[config.mk]
export PLATFORM = sky130hd
export DESIGN_NAME = backtrack_unit
export DESIGN_NICKNAME = d
export VERILOG_FILES = /design/src/rtl/backtrack_unit.sv
export SDC_FILE = /design/constraint.sdc
export NUM_CORES = 1
export LEC_CHECK = 0
export CAP_MARGIN = 40
export CORE_MARGIN = 2
export CORE_UTILIZATION = 40
export CTS_CLUSTER_DIAMETER = 50
export CTS_CLUSTER_SIZE = 30
export DETAILED_ROUTE_END_ITERATION = 8
export GPL_TIMING_DRIVEN = 0
export PLACE_DENSITY = 0.81
export SYNTH_ARGS = -nofsm -noshare
export SYNTH_HDL_FRONTEND = slang
export SYNTH_SLANG_ARGS = --single-unit
[constraint.sdc]
create_clock -name i_clk -period 1.97 [get_ports i_clk]
set_input_delay 0.197 -clock i_clk [delete_from_list [all_inputs] [get_ports i_clk]]
set_output_delay 0.197 -clock i_clk [all_outputs]
set_load 0.005 [all_outputs]
[src/rtl/backtrack_unit.sv]
// Trail-stack backtracker: pops implied entries on a conflict, unassigns each
// popped variable, flips the most recent decision or reports UNSAT.
module backtrack_unit #(
    parameter int NUM_VARIABLE = 128,
    parameter int VAR_W        = 9
) (
    input  logic             i_clk,
    input  logic             i_rst_n,
    input  logic             i_start,
    output logic             o_busy,
    output logic             o_done,
    output logic             o_unsat,
    output logic [VAR_W-1:0] o_pop_count,
    input  logic             i_stack_empty,
    input  logic             i_stack_type,
    input  logic             i_stack_val,
    input  logic [VAR_W-1:0] i_stack_var,
    output logic             o_stack_pop,
    output logic             o_stack_push,
    output logic             o_push_type,
    output logic             o_push_val,
    output logic [VAR_W-1:0] o_push_var,
    output logic             o_var_wr_en,
    output logic [VAR_W-1:0] o_var_wr_addr,
    output logic [1:0]       o_var_wr_state
);

    typedef enum logic [1:0] {
        ST_IDLE   = 2'd0,
        ST_UNWIND = 2'd1,
        ST_FLIP   = 2'd2,
        ST_FINISH = 2'd3
    } state_t;

    state_t           r_state;
    logic             r_busy;
    logic             r_done;
    logic             r_unsat;
    logic [VAR_W-1:0] r_pop_count;
    logic [VAR_W-1:0] r_var;
    logic             r_val;

    // Every variable index must be representable in VAR_W bits
    if (NUM_VARIABLE > (1 << VAR_W)) begin : g_param_check
        $error("NUM_VARIABLE does not fit in VAR_W bits");
    end

    // Backtrack sequencing and registered status outputs
    always_ff @(posedge i_clk or negedge i_rst_n) begin
        if (!i_rst_n) begin
            r_state     <= ST_IDLE;
            r_busy      <= 1'b0;
            r_done      <= 1'b0;
            r_unsat     <= 1'b0;
            r_pop_count <= {VAR_W{1'b0}};
            r_var       <= {VAR_W{1'b0}};
            r_val       <= 1'b0;
        end else begin
            case (r_state)
                ST_IDLE: begin
                    if (i_start) begin
                        r_state     <= ST_UNWIND;
                        r_busy      <= 1'b1;
                        r_unsat     <= 1'b0;
                        r_pop_count <= {VAR_W{1'b0}};
                    end
                end
                ST_UNWIND: begin
                    if (i_stack_empty) begin
                        r_state <= ST_FINISH;
                        r_done  <= 1'b1;
                        r_unsat <= 1'b1;
                    end else begin
                        // Count saturates rather than wrapping on very deep trails
                        if (r_pop_count != {VAR_W{1'b1}}) begin
                            r_pop_count <= r_pop_count + {{(VAR_W-1){1'b0}}, 1'b1};
                        end
                        if (i_stack_type) begin
                            r_var   <= i_stack_var;
                            r_val   <= i_stack_val;
                            r_state <= ST_FLIP;
                        end
                    end
                end
                ST_FLIP: begin
                    r_state <= ST_FINISH;
                    r_done  <= 1'b1;
                end
                ST_FINISH: begin
                    r_state <= ST_IDLE;
                    r_done  <= 1'b0;
                    r_busy  <= 1'b0;
                end
                default: begin
                    r_state <= ST_IDLE;
                    r_done  <= 1'b0;
                    r_busy  <= 1'b0;
                end
            endcase
        end
    end

    // Stack and variable-memory strobes decoded from state and the live stack top
    always_comb begin
        o_stack_pop    = 1'b0;
        o_stack_push   = 1'b0;
        o_push_type    = 1'b0;
        o_push_val     = 1'b0;
        o_push_var     = {VAR_W{1'b0}};
        o_var_wr_en    = 1'b0;
        o_var_wr_addr  = {VAR_W{1'b0}};
        o_var_wr_state = 2'b00;
        case (r_state)
            ST_UNWIND: begin
                if (!i_stack_empty) begin
                    o_stack_pop    = 1'b1;
                    o_var_wr_en    = 1'b1;
                    o_var_wr_addr  = i_stack_var;
                    o_var_wr_state = 2'b00;
                end else begin
                    o_stack_pop    = 1'b0;
                    o_var_wr_en    = 1'b0;
                    o_var_wr_addr  = {VAR_W{1'b0}};
                    o_var_wr_state = 2'b00;
                end
            end
            ST_FLIP: begin
                o_stack_push   = 1'b1;
                o_push_type    = 1'b0;
                o_push_val     = ~r_val;
                o_push_var     = r_var;
                o_var_wr_en    = 1'b1;
                o_var_wr_addr  = r_var;
                o_var_wr_state = {1'b1, ~r_val};
            end
            default: begin
                o_stack_pop  = 1'b0;
                o_stack_push = 1'b0;
                o_var_wr_en  = 1'b0;
            end
        endcase
    end

    assign o_busy      = r_busy;
    assign o_done      = r_done;
    assign o_unsat     = r_unsat;
    assign o_pop_count = r_pop_count;

endmodule

# ---- Yosys cells after proc, flatten, opt, wreduce, memory -nomap -nowiden
# Index checks and enable logic that the tools add are counted.
dict set report totals {
  reg_bits 24
  input_bits 15
  out_inout_bits 37
  word_cells 52
}
dict set report classes {
  add_sub_neg 1
  eq_ne 9
  muxes 23
  bitwise 2
  reduce_logical 10
}
# cell count
set ops {}
lappend ops {{$mux 9} 5}
lappend ops {{$pmux 9 s2} 2}
lappend ops {{$add 9x1->9 const B} 1}
lappend ops {{$ne 9x9->1 const B} 1}
lappend ops {{$mux 2} 4}
lappend ops {{$ne 2x2->1 const B} 4}
lappend ops {{$pmux 2 s4} 1}
lappend ops {{$mux 1} 7}
lappend ops {{$pmux 1 s2} 3}
lappend ops {{$reduce_and 2->1} 3}
lappend ops {{$reduce_and 3->1} 2}
lappend ops {{$eq 2x2->1 const B} 2}
lappend ops {{$reduce_and 4->1} 1}
lappend ops {{$reduce_bool 2->1} 2}
lappend ops {{$ne 3x3->1 const B} 1}
lappend ops {{$pmux 1 s3} 1}
lappend ops {{$reduce_bool 3->1} 1}
lappend ops {{$eq 2x1->1 const B} 1}
lappend ops {{$logic_not 2->1} 1}
lappend ops {{$not 1->1} 2}

# ---- Logic depth before layout (Yosys ltp)
# Gate-level depths: netlist (run 1).
dict set report logic_depth {
  word_depth 4
  depth_mapped 9
  ltp_nobuf 8
}

# ---- Least setup slack after synthesis (run 1)
# Ideal clock, no wire load.
dict set report synth_timing {
  kind {register -> register}
  from {register r_pop_count[0], in the netlist o_pop_count[0]}
  to {register r_pop_count[7], in the netlist o_pop_count[7]}
  arrival_ns 1.804
  path_slack_ns 0.089
  stages_incl_launch_ff 9
  path_buffers 0
  synth_period_minus_slack_ns 1.881
  cell_sequence {dfrtp_1 -> ha_1 -> nand3_1 -> nor2_1 -> ha_1 -> o21ai_4 -> nand2_4 -> or4_1 -> a21oi_1}
}
dict set report synth_via {
  elab_chain_cells 4
  elab_cells_between_ends 7
  classes_between {1 x add/sub; 2 x eq/ne; 3 x mux; 1 x reduce/logical}
}
# item line_no
set synth_lines {}
lappend synth_lines {{start: declaration} 39} ;# logic [VAR_W-1:0] r_pop_count;
lappend synth_lines {{start signal: assignment} 55} ;# r_pop_count <= {VAR_W{1'b0}};
lappend synth_lines {{start signal: assignment} 65} ;# r_pop_count <= {VAR_W{1'b0}};
lappend synth_lines {{start signal: assignment} 76} ;# r_pop_count <= r_pop_count + {{(VAR_W-1){1'b0}}, 1'b1};
lappend synth_lines {{$add 9x1->9} 76}
lappend synth_lines {{$mux 9} 75} ;# if (r_pop_count != {VAR_W{1'b1}}) begin
lappend synth_lines {{$mux 9} 69} ;# if (i_stack_empty) begin
lappend synth_lines {{$pmux 9 s2} 59} ;# case (r_state)
# Several ways; a longest one is shown, not always the timed one. The select of a mux whose other input is x is not followed.
# A chain may end at the register's enable or synchronous reset.

# ---- Worst setup path after layout (run 1)
dict set report layout_timing {
  from {register r_state[1]}
  to {output port o_var_wr_addr[6]}
}
dict set report layout_via {
  elab_chain_cells 2
  elab_cells_between_ends 3
  classes_between {2 x eq/ne; 1 x mux}
}
# item line_no
set layout_lines {}
lappend layout_lines {{start: declaration} 35} ;# state_t r_state;
lappend layout_lines {{start signal: assignment} 51} ;# r_state <= ST_IDLE;
lappend layout_lines {{start signal: assignment} 62} ;# r_state <= ST_UNWIND;
lappend layout_lines {{start signal: assignment} 70} ;# r_state <= ST_FINISH;
lappend layout_lines {{$eq 2x2->1 or $eq 2x1->1 (tied branches)} 113} ;# case (r_state)
lappend layout_lines {{$pmux 9 s2 *} 113}
lappend layout_lines {{end: declaration} 24} ;# output logic [VAR_W-1:0] o_var_wr_addr,
# Every way passes the cells marked *; elsewhere a longest branch is shown, timed or not.

==> reports/qor.csv, run 1 <==
metric;value;unit
crit_type;register to primary output;
antennaDiodeCount;0;
crit_family;buffers and inverters;
fp.dieArea;3990;µm²
hold_class;primary input to async pin;
final-hold-violation-count;0;
fmax;0.506;GHz
synth_area_per_cell;9.94;µm²
setup_viol;1;
die_x;63.2;µm
drc_errors;0;
critPathCaptureType;primary output;
fp.coreArea;3360;µm²
drt-initial-drc-count;28;
violations;negative setup slack;
period_share;1.00;
status;finished, violations left;
ys.warnings.count;0;
cp_slowest_cell;dfrtp_1;
min_period;1980;ps
worst_clock_skew;1.21;ps
synthCells;141;
dpl_worst_slack;-568;ps
maxSlewViolCount;0;
crit_fanout;5;
vdd_drop_max;0.604;mV
start_kind;register;
tightest_slew;547;ps
power_density;1350;nW/µm²
worstSkewPairLatency;320;ps
grt_pass1_wl;6520;µm
firstDrtPassIters;4;
grt_antenna_before_repair;0;
required;1770;ps
drive_above_1_share;0.419;
cpPeakStageDelay;420;ps
synth.yosys.seq_area_share;0.429;
synth_fp_nets;163;
initial_core_util;0.417;
synthDistinctLibCells;33;
yosysTopAreaCellShare;0.429;
syn_area;1400;µm²
htreeDepth;1;
grt_start_max_net_pins;15;
routedWlPerCell;15.4;µm
grt_pass1_vias;1409;
die_h;63.2;µm
finalNetCount;240;
max_slew_margin;0.634;
cts_buffers;3;
netlist_top_cells_area;dfrtp_1, mux2_2, ha_1, a21oi_1, and2_1;
final_common_cell;clkdlybuf4s50_1;
fin_ws;-7.67;ps
crit_chain;buf_6 -> inv_4 -> ha_4 -> inv_6 -> nor2_4 -> buf_8 -> buf_4 -> a21oi_2 -> nor2b_1 -> buf_2;
mostFrequentLayoutCells;clkdlybuf4s50_1, buf_4, dfrtp_1, mux2_2, a21oi_2;
vias;1345;
clk_path_buf_depth;2;
antenna_left;0;
port-buffer-count;50;
clk_pin_slew;130;ps
cts_tree;done;
track_usage;0.201;
rows;21;
gp_congestion;0.803;
synth_area_leader_cell;dfrtp_1;
crit_buf_inv;6;
io_pins;52;
grt_overflow;0;
arrival;1780;ps
p_leak;1.08;nW
cts-root-buf;clkbuf_4;
routed_via_density;5.11;
cts.sinks;24;
maxCapViolCount;0;
synth-seq-cells;24;
post-route-util;0.689;
area_growth_syn_to_layout;65.3;%
dp_hpwl;2570;µm
grt_setup_unrepaired;true;
routed_wl;4050;µm
-- worst reg2reg max path, delay by kind of cell, from the launching register on --
family | cells | cell delay (ps)
buffers and inverters | 4 | 510
flip-flops | 1 | 420
AND/OR/NAND/NOR | 2 | 420
multiplexers | 1 | 200
adder cells (fa/ha/maj) | 1 | 150
AO/OA/AOI/OAI | 1 | 140
-- path summary, 6_finish.rpt --
| path | slack (ps) | start | depth (start not counted) | endpoint |
|---|---|---|---|---|
| min reg2reg | 530 | r_var[7] | 1 | r_var[7] |
| min | 220 | i_rst_n | 1 | r_var[2] |
| max in group asynchronous | 1250 | i_rst_n | 2 | o_pop_count[0] |
| max reg2reg | 80 | r_state[1] | 9 | o_pop_count[5] |
| min in group i_clk | 490 | i_stack_val | 2 | r_val |
| max | -8 | r_state[1] | 10 | o_var_wr_addr[6] |
-- synthesized netlist by cell type --
cell type,instances
o22ai_1,1
or4_1,2
o21a_1,2
o21ai_0,5
conb_1,1
o221ai_1,1
nand2b_1,1
buf_4,4
clkbuf_1,3
nand2_1,8
and2b_2,1
and2_1,10
nand3_1,5
and3_1,1
nor2_1,8
or2b_1,1
a22oi_1,1
a21oi_1,14
nand2_4,1
o21ai_4,1
nand4_1,3
buf_6,1
nor2b_1,10
mux2_4,1
xor2_1,3
or3_1,1
nor2_2,1
a221oi_1,1
dfrtp_1,24
mux2_2,11
ha_1,7
inv_1,4
o31ai_1,3
-- sequential cells by signal, summed over array words and instances (netlist names) --
signal       cells
o_busy           1
o_done           1
o_pop_count      9
o_unsat          1
r_state          2
r_val            1
r_var            9
-- final cells by class --
type | instances | area, µm²
fillers | 268 | 1050
multi-input cells | 105 | 875
repair buffers | 74 | 658
flip-flops and latches | 24 | 603
plain buffers | 6 | 63.8
well taps | 46 | 57.6
clock buffers | 4 | 36.3
inverters | 4 | 22.5
-- per-stage QoR --
step	total power, mW	area [µm²]	TNS [ps]	cells	hold slack, ps
global placement	2.29	1960	-3810	237	479
floorplan	1.65	1400	0	141	-98.6
CTS	2.90	2200	-184	258	219
finish	3.14	2320	-7.67	263	216
global route	3.36	2320	-623	263	237
detailed placement	2.37	1970	-5030	238	488
-- power by group --
| group | switching, mW | internal, mW |
|---|---|---|
| Combinational | 0.872 | 1.21 |
| Sequential | 0.123 | 0.673 |
| Clock | 0.149 | 0.113 |
| Total | 1.14 | 1.99 |
-- kinds of logic after synthesis --
logic type | after synthesis | synth area share
flops | 24 | 0.429
buf+inv | 12 | 0.0482
compound gates | 29 | 0.129
fa+ha+maj | 7 | 0.0625
simple gates | 53 | 0.212
xor+xnor | 3 | 0.0188
mux | 12 | 0.0991
other cells | 1 | 0.00268
-- routing by layer --
| metal | vias to the layer above | global-route usage | part of all wire |
|---|---|---|---|
| li1 | 639 | - | - |
| met1 | 643 | 0.234 | 0.42 |
| met2 | 56 | 0.362 | 0.51 |
| met3 | 7 | 0.0446 | 0.065 |
| met4 | 0 | 0.0734 | 0.013 |
| met5 | - | 0 | 0 |
-- what timing repair did --
action | CTS | global route
pin swaps | 4 | 6
hold buffers | 0 | 0
resized for setup | 70 | 35
setup endpoints to repair | 35 | 16
buffers inserted | 16 | 7
gates cloned | 1 | 0
(Power assumes the default switching activity.)
==> inputs of run 2 (changes only) <==
Settings changed: REMOVE_ABC_BUFFERS set to 1.
==> reports/qor.csv, run 2 (synthesis gave the netlist of run 1 again) <==
metric;value;unit;change
start_kind;register;;
fp.coreArea;3360;µm²;unchanged
initial_core_util;0.417;;unchanged
maxCapViolCount;0;;unchanged
worstSkewPairLatency;310;ps;about the same
arrival;1760;ps;-20 ps
tightest_slew;535;ps;-12.0 ps
startpoint;r_state[1];;
p_int;1.99;mW;about the same
dp_hpwl;2420;µm;-5.8%
firstDrtPassIters;4;;unchanged
vdd_drop_max;0.579;mV;-4.1%
die_h;63.2;µm;unchanged
max_slew_margin;0.642;;+0.00800
track_usage;0.186;;-0.0155
mostFrequentLayoutCells;clkdlybuf4s50_1, buf_4, dfrtp_1, mux2_2, dlymetal6s2s_1;;
grt_start_max_net_pins;15;;unchanged
pwr-share-seq;0.257;;+0.003
setup_viol;0;;-1
drc_errors;0;;unchanged
cts_tree;done;;
reg2reg_from;o_pop_count[0];;
grt_pass1_vias;1290;;-8.4%
cts_buffers;3;;unchanged
multi_input_area;838;µm²;-4.1%
drive_above_1_share;0.333;;-0.0860
p_leak;1.17;nW;+7.7%
grt_overflow;0;;unchanged
required;1770;ps;about the same
period_share;0.995;;-0.00867
routed_via_density;5.00;;-2.2%
critical_path.reg2reg.endpoint;o_pop_count[5];;
dp.cells;230;;-3.4%
hold_class;primary input to async pin;;
switching_power;1.08;mW;-5.2%
maxSlewViolCount;0;;unchanged
p_sw_frac;0.353;;-0.0121
worst_clock_skew;3.38;ps;+2.17 ps
port-buffer-count;50;;unchanged
area_growth_syn_to_layout;66.3;%;
crit_fanout;7;;+2
die_x;63.2;µm;unchanged
post-route-util;0.693;;+0.00446
power_frac_comb;0.660;;-0.003
status;finished clean;;
final_common_cell;clkdlybuf4s50_1;;
clk_path_buf_depth;2;;unchanged
min_period;1960;ps;-17.1 ps
cts.sinks;24;;unchanged
gp_congestion;0.804;;about the same
crit_type;register to primary output;;
grt_antenna_before_repair;0;;unchanged
register_area;603;µm²;unchanged
routed_wl;3830;µm;-5.6%
rows;21;;unchanged
r2r_slack;80;ps;about the same
fp.dieArea;3990;µm²;unchanged
clock_power_share;0.083;;about the same
ctsHoldBuffers;0;;unchanged
drt-initial-drc-count;19;;-32%
finalNonFillerCells;262;;-0.38%
fin_setup_tns;0;ps;+7.67 ps
antenna_left;0;;unchanged
grt_setup_unrepaired;true;;
power_density;1320;nW/µm²;-2.6%
vias;1311;;-2.5%
clk_pin_slew;130;ps;about the same
antennaDiodeCount;0;;unchanged
critPathCaptureType;primary output;;
power;3.08;mW;-2.0%
fmax;0.510;GHz;+0.87%
final-hold-violation-count;0;;unchanged
htreeDepth;1;;unchanged
finalNetCount;239;;-0.42%
reg2reg_depth;9;;unchanged
grt_pass1_wl;5990;µm;-8.1%
whs;225;ps;+8.80 ps
cts-root-buf;clkbuf_4;;
fillers;262;;-2.2%
cp-endpoint;o_var_wr_addr[5];;
io_pins;52;;unchanged
routedWlPerCell;14.6;µm;-5.2%
==> run 2: area by class of cell <==
type | instances | share of cell area
inverters | 4 | 0.00859
well taps | 46 | 0.0247
multi-input cells | 105 | 0.360
flip-flops and latches | 24 | 0.259
clock buffers | 4 | 0.0156
repair buffers | 79 | 0.333
==> run 2: how the worst min path moves through the flow <==
stage               cells past startpoint  slack [ps]  endpoint
global placement                        1         480  r_var[0]
floorplan                               0        -100    o_busy
detailed placement                      1         490  r_var[1]
finish                                  1         220  r_var[6]
global route                            1         240  r_var[6]
CTS                                     1         230  r_var[6]
==> run 2: critical path, stage by stage (launching register included) <==
cell	delay (ps)
dfrtp_1	410
buf_4	160
ha_4	180
buf_4	140
and2_1	140
a21oi_1	120
nor2b_1	50
dlygate4sd2_1	250
==> run 2: metrics by stage <==
step,setup WS [ps],area [µm²]
final,9.41,2330
after global routing,-73.9,2330
after CTS,-150,2200
after detailed placement,-647,1920
after global placement,-496,1910
after floorplan,-71.1,1350
==> run 2: power groups by stage <==
stage	logic, mW	registers (mW)	clock network (mW)
finish	2.03	0.791	0.256
global route	2.20	0.811	0.291
CTS	1.86	0.771	0.265
detailed placement	1.48	0.796	0
global placement	1.43	0.783	0
floorplan	0.795	0.773	0
==> run 2: what timing repair did <==
item | CTS | global route
endpoints found under the setup margin | 36 | 25
gates resized for setup | 32 | 30
gates cloned | 1 | 0
buffers inserted | 19 | 8
pin swaps | 4 | 6
==> run 2: routing by layer <==
metal,track usage,wire length [µm],up-vias
met3,0.0196,156,0
met4,0.0408,0,0
met1,0.213,1580,631
met2,0.367,2090,43
li1,-,-,637
met5,0,0,-
==> inputs of run 3 (changes only) <==
Settings changed: CORE_UTILIZATION 40 to 41, CTS_BUF_LIST set to sky130_fd_sc_hd__clkbuf_8, PLACE_DENSITY 0.81 to 0.83.
Clock period 1.97 ns to 1.8 ns, I/O delays scaled along.
==> reports/qor.csv, run 3 (synthesis gave the netlist of run 1 again) <==
metric;value;unit;change
postLayoutCellArea;2370;µm²;+1.9%
rows;21;;unchanged
cts_buffers;3;;unchanged
firstDrtPassIters;4;;unchanged
start_kind;register;;
fp.coreArea;3310;µm²;-1.6%
crit_chain;inv_4 -> ha_4 -> and2_1 -> clkdlybuf4s50_1;;
setup_viol;13;;+13
vias;1371;;+4.6%
gp_congestion;0.790;;-1.8%
die_x;62.5;µm;-1.2%
worst_clock_skew;4.16;ps;+0.780 ps
port-buffer-count;50;;unchanged
power_density;1460;nW/µm²;+11%
register_area;606;µm²;+0.42%
initial_core_util;0.423;;+0.00661
maxCapViolCount;0;;unchanged
max_slew_margin;0.594;;-0.0482
fillers;248;;-5.3%
power;3.47;mW;+13%
grt_pass1_vias;1387;;+7.5%
fmax;0.524;GHz;
fin_setup_tns;-969;ps;-969 ps
htreeDepth;1;;unchanged
grt_setup_unrepaired;true;;
violations;negative setup slack;;
postPlaceCellArea;1920;µm²;unchanged
worstSkewPairLatency;260;ps;-50 ps
critPathCaptureType;primary output;;
arrival;1730;ps;-30 ps
min_period;1910;ps;
die_h;62.5;µm;-1.2%
required;1620;ps;-150 ps
maxSlewViolCount;0;;unchanged
cts-root-buf;clkbuf_8;;
crit_fanout;11;;+4
hold_class;primary input to async pin;;
p_leak;1.07;nW;-8.0%
cpPeakStageDelay;510;ps;+100 ps
track_usage;0.203;;+0.0171
cts_tree;done;;
grt_pass1_wl;6380;µm;+6.6%
vdd_drop_max;0.631;mV;+8.9%
grt_antenna_before_repair;0;;unchanged
mostFrequentLayoutCells;clkdlybuf4s50_1, dfrtp_1, buf_4, mux2_2, nor2b_1;;
cp_slowest_cell;clkdlybuf4s50_1;;
period_share;1.06;;
fin_ws;-109;ps;-118 ps
status;finished, violations left;;
dp.cells;230;;unchanged
clk_path_buf_depth;2;;unchanged
routed_wl;4390;µm;+15%
dp_hpwl;2560;µm;+6.0%
area_growth_syn_to_layout;69.5;%;
drc_errors;0;;unchanged
fp.dieArea;3900;µm²;-2.3%
drt-initial-drc-count;45;;+26
routed_via_density;5.25;;+5.0%
finalNetCount;239;;unchanged
routedWlPerCell;16.8;µm;+15%
ctsHoldBuffers;0;;unchanged
io_pins;52;;unchanged
grt_overflow;0;;unchanged
final-hold-violation-count;0;;unchanged
antenna_left;0;;unchanged
antennaDiodeCount;0;;unchanged
finalNonFillerCells;261;;-0.38%
grt_start_max_net_pins;14;;-1
final_common_cell;clkdlybuf4s50_1;;
clk_pin_slew;80;ps;-50 ps
drive_above_1_share;0.414;;+0.0806
crit_type;register to primary output;;
multi_input_area;898;µm²;+7.2%
cts.sinks;24;;unchanged
tightest_slew;607;ps;+72.1 ps
[run 3: changes by cell type in the layout (fill, tap and decap cells not counted), moves of 5 or more]
| cell | before | now |
|---|---|---|
| buf_4 | 25 | 19 |
| clkdlybuf4s50_1 | 28 | 33 |
| dlymetal6s2s_1 | 11 | 5 |
| buf_6 | 0 | 7 |
[run 3: routing by layer]
layer	up-vias	global-route usage	share of wire
li1	637	-	-
met1	666	0.224	0.38
met2	62	0.384	0.56
met3	6	0.0450	0.055
met4	0	0.0611	0.0094
met5	-	0	0
[run 3: report_power, final]
group | switching, mW | internal, mW
Sequential | 0.141 | 0.740
Clock | 0.156 | 0.149
Combinational | 0.963 | 1.32
[run 3: worst paths after layout]
check                          startpoint             end  slack (ps)  cells past startpoint
setup / recovery               r_state[0]   o_push_var[8]        -110                      4
hold / removal                    i_rst_n          o_done         300                      1
setup reg to reg           o_pop_count[0]  o_pop_count[5]        -110                      9
hold reg to reg                  r_var[5]        r_var[5]         500                      1
max in group asynchronous         i_rst_n  o_pop_count[4]         980                      2
min in group i_clk               r_var[5]        r_var[5]         500                      1
[run 3: what timing repair did]
item	in CTS	in global routing
setup buffers	20	7
gates cloned	0	1
pin swaps	6	10
gates resized for setup	60	32
setup endpoints to repair	39	27
[run 3: area by class of cell]
cell class / count / area share
well taps: 46 / 0.0242
flip-flops and latches: 24 / 0.255
clock buffers: 3 / 0.0174
multi-input cells: 105 / 0.378
repair buffers: 79 / 0.316
inverters: 4 / 0.00948
[run 3: stage by stage]
stage                     utilization  worst slack [ps]  hold slack [ps]
after CTS                       0.675              -107              310
final                           0.717              -109              297
after floorplan                     -              -241             -116
after detailed placement        0.580              -731              489
after global routing            0.717              -157              339
after global placement          0.576              -662              479
[run 3: worst max-delay path: cells and delay by family, from the launching register on]
family / cells / cell delay [ps]
buffers and inverters: 2 / 620
DFF: 1 / 460
adders and majority gates: 1 / 210
and+or+nand+nor: 1 / 180
